--- src/rtl/izh_pkg.sv ---
// Shared constants and types for the time-multiplexed Izhikevich neuron scheduler.
package izh_pkg;

  localparam logic [7:0] IZH_A      = 8'd24;
  localparam logic [7:0] IZH_B      = 8'd8;
  localparam logic [7:0] IZH_C      = 8'd60;
  localparam logic [7:0] IZH_D      = 8'd4;
  localparam logic [7:0] IZH_THRESH = 8'd232;

  localparam logic [1:0] CFG_SEL_CUR = 2'd0;
  localparam logic [1:0] CFG_SEL_V   = 2'd1;
  localparam logic [1:0] CFG_SEL_U   = 2'd2;

  typedef struct packed {
    logic [7:0] v;
    logic [7:0] u;
  } izh_state_t;

  typedef enum logic [1:0] {
    S_IDLE,
    S_RUN,
    S_STALL
  } sched_state_t;

endpackage

--- src/rtl/izh_step_core.sv ---
// One combinational Izhikevich step on 8-bit modulo-256 state.
// Products are formed at 16 bits and truncated after the shift.
module izh_step_core
  import izh_pkg::*;
(
  input  logic [7:0] v,
  input  logic [7:0] u,
  input  logic [7:0] cur,
  output logic [7:0] v_next,
  output logic [7:0] u_next,
  output logic       spike
);

  logic [7:0] sq_term;
  logic [7:0] lin_term;
  logic [7:0] t;
  logic [7:0] u_step;

  assign sq_term  = 8'((16'd2 * {8'd0, v} * {8'd0, v}) >> 7);
  assign lin_term = 8'(16'd5 * {8'd0, v});
  assign t        = 8'({8'd0, IZH_B} * {8'd0, v}) - u;
  assign u_step   = 8'(({8'd0, IZH_A} * {8'd0, t}) >> 7);

  assign spike  = (v >= IZH_THRESH);
  assign v_next = spike ? IZH_C : (v + sq_term + lin_term - u + cur);
  assign u_next = spike ? (u + IZH_D) : (u + u_step);

endmodule

--- src/rtl/izh_neuron_scheduler.sv ---
// Steps NUM_NEURONS virtual neurons once per tick through a shared datapath; spikes leave via a FIFO.
// Define IZH_SCHED_REFRACTORY_EN to add a per-neuron refractory counter.
module izh_neuron_scheduler
  import izh_pkg::*;
#(
  parameter int NUM_NEURONS = 8,
  parameter int IDX_W       = $clog2(NUM_NEURONS),
  parameter int FIFO_DEPTH  = 4
`ifdef IZH_SCHED_REFRACTORY_EN
  ,
  parameter int REFRAC_TICKS = 2
`endif
) (
  input  logic             clk,
  input  logic             reset_n,
  input  logic             tick,
  output logic             busy,
  output logic             tick_done,
  output logic             tick_overrun,
  input  logic             cfg_we,
  input  logic [1:0]       cfg_sel,
  input  logic [IDX_W-1:0] cfg_addr,
  input  logic [7:0]       cfg_wdata,
  input  logic [IDX_W-1:0] rd_addr,
  output logic [7:0]       rd_v,
  output logic             spk_valid,
  input  logic             spk_ready,
  output logic [IDX_W-1:0] spk_idx
);

  localparam int FW = $clog2(FIFO_DEPTH);
  localparam int CW = $clog2(FIFO_DEPTH + 1);
  localparam logic [IDX_W-1:0] LAST_IDX = IDX_W'(NUM_NEURONS - 1);

  sched_state_t     state;
  logic [IDX_W-1:0] idx;

  izh_state_t       st_mem  [NUM_NEURONS];
  logic [7:0]       cur_mem [NUM_NEURONS];

  logic [IDX_W-1:0] fifo_mem [FIFO_DEPTH];
  logic [FW-1:0]    wr_ptr;
  logic [FW-1:0]    rd_ptr;
  logic [CW-1:0]    fifo_cnt;

  izh_state_t cur_st;
  izh_state_t core_nxt;
  izh_state_t nxt;
  logic       core_spike;
  logic       spike;
  logic       fifo_full;
  logic       pop;
  logic       push;
  logic       stall;
  logic       commit;

  assign cur_st = st_mem[idx];

  izh_step_core u_core (
    .v      (cur_st.v),
    .u      (cur_st.u),
    .cur    (cur_mem[idx]),
    .v_next (core_nxt.v),
    .u_next (core_nxt.u),
    .spike  (core_spike)
  );

`ifdef IZH_SCHED_REFRACTORY_EN
  localparam int RW = $clog2(REFRAC_TICKS + 1);
  logic [RW-1:0] ref_cnt [NUM_NEURONS];
  logic          in_refrac;

  assign in_refrac = (ref_cnt[idx] != '0);
  assign spike     = core_spike && !in_refrac;

  // A refractory neuron is clamped at reset potential and its recovery frozen.
  always_comb begin
    nxt = core_nxt;
    if (in_refrac) begin
      nxt.v = IZH_C;
      nxt.u = cur_st.u;
    end
  end

  always_ff @(posedge clk) begin
    if (!reset_n) begin
      for (int k = 0; k < NUM_NEURONS; k++) ref_cnt[k] <= '0;
    end else if (commit) begin
      if (in_refrac)       ref_cnt[idx] <= ref_cnt[idx] - 1'b1;
      else if (core_spike) ref_cnt[idx] <= RW'(REFRAC_TICKS);
    end
  end
`else
  assign spike = core_spike;
  assign nxt   = core_nxt;
`endif

  assign fifo_full = (fifo_cnt == CW'(FIFO_DEPTH));
  assign spk_valid = (fifo_cnt != '0);
  assign spk_idx   = fifo_mem[rd_ptr];
  assign pop       = spk_valid && spk_ready;

  // A full FIFO that is popping this cycle still has room for the push.
  assign stall  = (state == S_RUN) && spike && fifo_full && !pop;
  assign commit = (state == S_RUN) && !stall;
  assign push   = commit && spike;

  assign rd_v = st_mem[rd_addr].v;

  always_ff @(posedge clk) begin
    if (!reset_n) begin
      state        <= S_IDLE;
      idx          <= '0;
      busy         <= 1'b0;
      tick_done    <= 1'b0;
      tick_overrun <= 1'b0;
    end else begin
      tick_done    <= 1'b0;
      tick_overrun <= 1'b0;
      case (state)
        S_IDLE: begin
          if (tick) begin
            if (tick_done) begin
              tick_overrun <= 1'b1;
            end else begin
              state <= S_RUN;
              idx   <= '0;
              busy  <= 1'b1;
            end
          end
        end
        S_RUN: begin
          if (tick) tick_overrun <= 1'b1;
          if (stall) begin
            state <= S_STALL;
          end else if (idx == LAST_IDX) begin
            state     <= S_IDLE;
            idx       <= '0;
            busy      <= 1'b0;
            tick_done <= 1'b1;
          end else begin
            idx <= idx + 1'b1;
          end
        end
        S_STALL: begin
          if (tick) tick_overrun <= 1'b1;
          if (!fifo_full) state <= S_RUN;
        end
        default: state <= S_IDLE;
      endcase
    end
  end

  // v/u are host-writable only between sweeps so a stalled neuron recomputes identically.
  always_ff @(posedge clk) begin
    if (!reset_n) begin
      for (int k = 0; k < NUM_NEURONS; k++) st_mem[k] <= '0;
    end else if (commit) begin
      st_mem[idx] <= nxt;
    end else if (cfg_we && state == S_IDLE) begin
      if (cfg_sel == CFG_SEL_V)      st_mem[cfg_addr].v <= cfg_wdata;
      else if (cfg_sel == CFG_SEL_U) st_mem[cfg_addr].u <= cfg_wdata;
    end
  end

  always_ff @(posedge clk) begin
    if (!reset_n) begin
      for (int k = 0; k < NUM_NEURONS; k++) cur_mem[k] <= '0;
    end else if (cfg_we && cfg_sel == CFG_SEL_CUR) begin
      cur_mem[cfg_addr] <= cfg_wdata;
    end
  end

  always_ff @(posedge clk) begin
    if (!reset_n) begin
      wr_ptr   <= '0;
      rd_ptr   <= '0;
      fifo_cnt <= '0;
    end else begin
      if (push) begin
        fifo_mem[wr_ptr] <= idx;
        wr_ptr           <= wr_ptr + 1'b1;
      end
      if (pop) rd_ptr <= rd_ptr + 1'b1;
      case ({push, pop})
        2'b10:   fifo_cnt <= fifo_cnt + 1'b1;
        2'b01:   fifo_cnt <= fifo_cnt - 1'b1;
        default: fifo_cnt <= fifo_cnt;
      endcase
    end
  end

endmodule

--- config.mk ---
export PLATFORM = sky130hd
export DESIGN_NAME = izh_neuron_scheduler
export DESIGN_NICKNAME = d
export VERILOG_FILES = /design/src/rtl/izh_pkg.sv /design/src/rtl/izh_step_core.sv /design/src/rtl/izh_neuron_scheduler.sv
export SDC_FILE = /design/constraint.sdc
export NUM_CORES = 1
export LEC_CHECK = 0
export CORE_MARGIN = 2
export CORE_UTILIZATION = 57
export DETAILED_ROUTE_END_ITERATION = 8
export GPL_TIMING_DRIVEN = 0
export HOLD_SLACK_MARGIN = 0.05
export PLACE_DENSITY = 0.77
export SLEW_MARGIN = 5
export SYNTH_ARGS = -nofsm -noshare
export SYNTH_HDL_FRONTEND = slang
export SYNTH_SLANG_ARGS = --single-unit
--- constraint.sdc ---
create_clock -name clk -period 9.3 [get_ports clk]
set_input_delay 1.395 -clock clk [delete_from_list [all_inputs] [get_ports clk]]
set_output_delay 1.395 -clock clk [all_outputs]
set_load 0.005 [all_outputs]
==> summary.md <==
| Metric | Value |
|---|---|
| Post-synthesis adder-cell area fraction | about 12% |
| Reg clk slew, reported paths | 60 ps |
| Post-Route Setup TNS | 0 ps |
| Tightest Hold Check Type | reg2reg |
| Top post-synthesis cells by area | edfxtp_1 44%, mux4_2 10%, ha_1 6.3%, fa_1 6.0%, nor2_1 4.5% |
| Main combinational cell family by area after synthesis | multiplexers |
| Post-synth top area cell | edfxtp_1 |
| Clk_lat worst skew | 510 ps |
| Die height | roughly 160 um |
| Ys Warns | 0 |
| Htree depth | 1 |
| CTS buffer count | 23 |
| First-pass GRT wire length | approximately 52000 um |
| Layout area overhead | 13.1% |
| Fin crit period | 8940 ps |
| Asr flop ratio synth | 0% |
| Mapped cell area | ~14000 um^2 |
| Total track usage | 26.4% |
| Rows | between 50 and 60 |
| Place WS | -1210 ps |
| Startpoint types | register |
| Fmax | 112 MHz |
| Final Hold Viols | 0 |
| Critical path class | reg2reg |
| Pin count of the biggest net entering global routing | 18 |
| MaxCap Viol Count | 0 |
| Hold Buf Count CTS | 0 |
| CTS Root Cell | clkbuf_16 |
| Ports | 36 |
| Ratio of cells with drive above 1 in the final layout | ~17% |
| # DRC | 0 |
| Routability cong. | 0.871 |
| First drt pass iteration count | 5 |
| Post-synth top area share | between 40 and 50% |
| Final HPWL DP | 23900 um |
| DR WL/cell | roughly 22 um |
| Post-route setup slack | approximately 360 ps |
| EDFF count, synth | around 200 |
| Setup slack, reg-to-reg | about 360 ps |
| Worst Max-Slew Pin Slew | around 1300 ps |
| Overflow after GRT | 0 |
| Yosys reg bits | about 220 |
| Post-DR vias/cell | around 6.0 |
| Crit path top cell by count | fa_1 |
| CTS sink cnt | 224 |
| Clock buffer depth | 3 |
| Core Region | 24200 um^2 |
| Max-slew violations | 0 |
| CP peak stage delay | between 500 and 600 ps |
| CP max-delay cell | fa_1 |
| Die area | roughly 26000 um^2 |
| Antenna Cells | 0 |
| Syn_nets | about 1300 |
| Wirelength, routed | approximately 34000 um |
| Layout fillers | approximately 1800 |
| # nets final | around 1300 |
| Antenna-violating nets left | 0 |
| Top FF cell, synth | edfxtp_1 |
| Routed vias | just over 9000 |
| Simple-gate share of the synthesized area | around an eighth |
| Initial Util | approximately 58% |
| Post-synthesis sequential area ratio | a little under half |
| Distinct cell type count after synthesis | about 70 |
| XOR/XNOR share of the synthesized area | between 3 and 4% |
| # setup viols final | 0 |
| Largest fanout on the critical path | 13 |
| Post-route clock period utilization | 96.2% |
| Cell count after synthesis | about 1100 |
| Delay-heaviest family, CP | adder cells |
| CTS tree | built |
| Mean Syn Cell Area | approximately 12 um^2 |
| Die width | 160 um |
| Synth Area in Compound Gates | 6.31% |
| Mux cell area share after synthesis | 14.1% |
| Initial DRC count | roughly 780 |
| Post-Route Skew | 13.9 ps |
| IO buf count | 29 |
| Critical Path End Type | register |
| Vias in the first global route | 9377 |
| Worst Path Buf+Inv | 8 |
| Outcome | finished clean |
| Critical Path AT | slightly above 9000 ps |
| Slew margin rel. | between 10% and 20% |
| Worst EP required | approximately 9500 ps |
| Initial antenna violation count | 0 |
## cell families (layout without fill, tap and decap cells)
| family | count (synthesis) | after routing |
|---|---|---|
| compound gates | 120 | 120 |
| xor+xnor | 48 | 48 |
| fa+ha+maj | 112 | 112 |
| buf+inv | 137 | 226 |
| flops | 224 | 224 |
| mux | 111 | 111 |
| simple gates | 373 | 373 |
## flip-flops by register name, summed over array words and instances (netlist names), named ones only
signal        count
wr_ptr            2
busy              1
idx               3
tick_overrun      1
state             2
tick_done         1
fifo_mem         12
fifo_cnt          3
st_mem          128
rd_ptr            2
cur_mem          64
## through the flow
step / hold WS (ps) / area, um^2 / instances / util, %
floorplan: 474 / 13900 / 1125 / -
global placement: 491 / 14600 / 1478 / 60.5
detailed placement: 508 / 14600 / 1478 / 60.5
CTS: 516 / 15500 / 1522 / 64.2
global route: 550 / 15800 / 1538 / 65.2
finish: 512 / 15800 / 1538 / 65.2
## what timing repair did
action	CTS	global route
setup buffers	5	16
gates resized for setup	25	21
endpoints found under the setup margin	40	16
hold endpoints to repair	0	0
pin swaps	2	6
## metal layers
| metal | vias up | part of all wire (%) | GRT usage, % |
|---|---|---|---|
| met5 | - | 0 | 0 |
| met4 | 0 | 2.4 | 7.99 |
| met3 | 59 | 7.7 | 4.16 |
| met2 | 414 | 51 | 45.5 |
| met1 | 4596 | 39 | 34.8 |
| li1 | 4165 | - | - |
## worst min-delay path, delay by kind of cell, from the launching register on
family           cells  cell delay, ps
AO/OA/AOI/OAI        1              60
flip-flops           1             340
AND/OR/NAND/NOR      1              60
## layout make-up
type	count	area (um^2)	area share, %
flip-flops and latches	224	6530	41.4
well taps	324	405	2.57
clock buffers	29	598	3.79
multi-input cells	764	6960	44.1
clock inverters	12	163	1.03
repair buffers	50	477	3.02
inverters	101	379	2.40
plain buffers	34	259	1.64
## synthesized netlist by cell type, types with 5 or more instances
library cell,count
mux2_2,11
buf_2,11
and2_1,73
a21oi_1,30
nor2_1,166
nand2_2,6
a21o_1,12
nor2b_1,19
nand2_1,47
mux2i_1,26
edfxtp_1,204
buf_1,5
inv_1,99
mux2i_2,9
xor2_1,16
buf_4,5
dfxtp_1,20
ha_1,70
clkbuf_1,12
a21boi_0,5
o21ai_2,11
nor3_1,11
o21ai_0,14
nand2b_1,12
nand3_1,6
mux4_2,63
xnor2_1,32
fa_1,42
## worst paths after layout
kind              from       endpoint  cells after the start
min reg2reg  wr_ptr[1]      wr_ptr[1]                      2
min          wr_ptr[1]      wr_ptr[1]                      2
max reg2reg   register  st_mem[0][15]                     32
max           register  st_mem[0][15]                     32
## placed cells by master (no fill, tap or decap), drive strengths merged, types with 11 or more instances in the layout
cell | synthesis | layout
nand2 | 53 | 53
xnor2 | 32 | 32
nand2b | 12 | 12
mux2i | 37 | 37
fa | 42 | 42
clkbuf | 12 | 42
ha | 70 | 70
mux4 | 63 | 63
and2 | 73 | 73
mux2 | 11 | 11
a21o | 12 | 12
o21ai | 31 | 31
dfxtp | 20 | 20
xor2 | 16 | 16
nor2b | 19 | 19
a21oi | 32 | 32
clkdlybuf4s50 | 0 | 29
nor2 | 166 | 166
buf | 24 | 42
inv | 101 | 101
nor3 | 15 | 15
edfxtp | 204 | 204
Power is left out: the tool's default activity adds up to more than one toggle a clock period on the data nets, which glitch-free logic cannot reach.
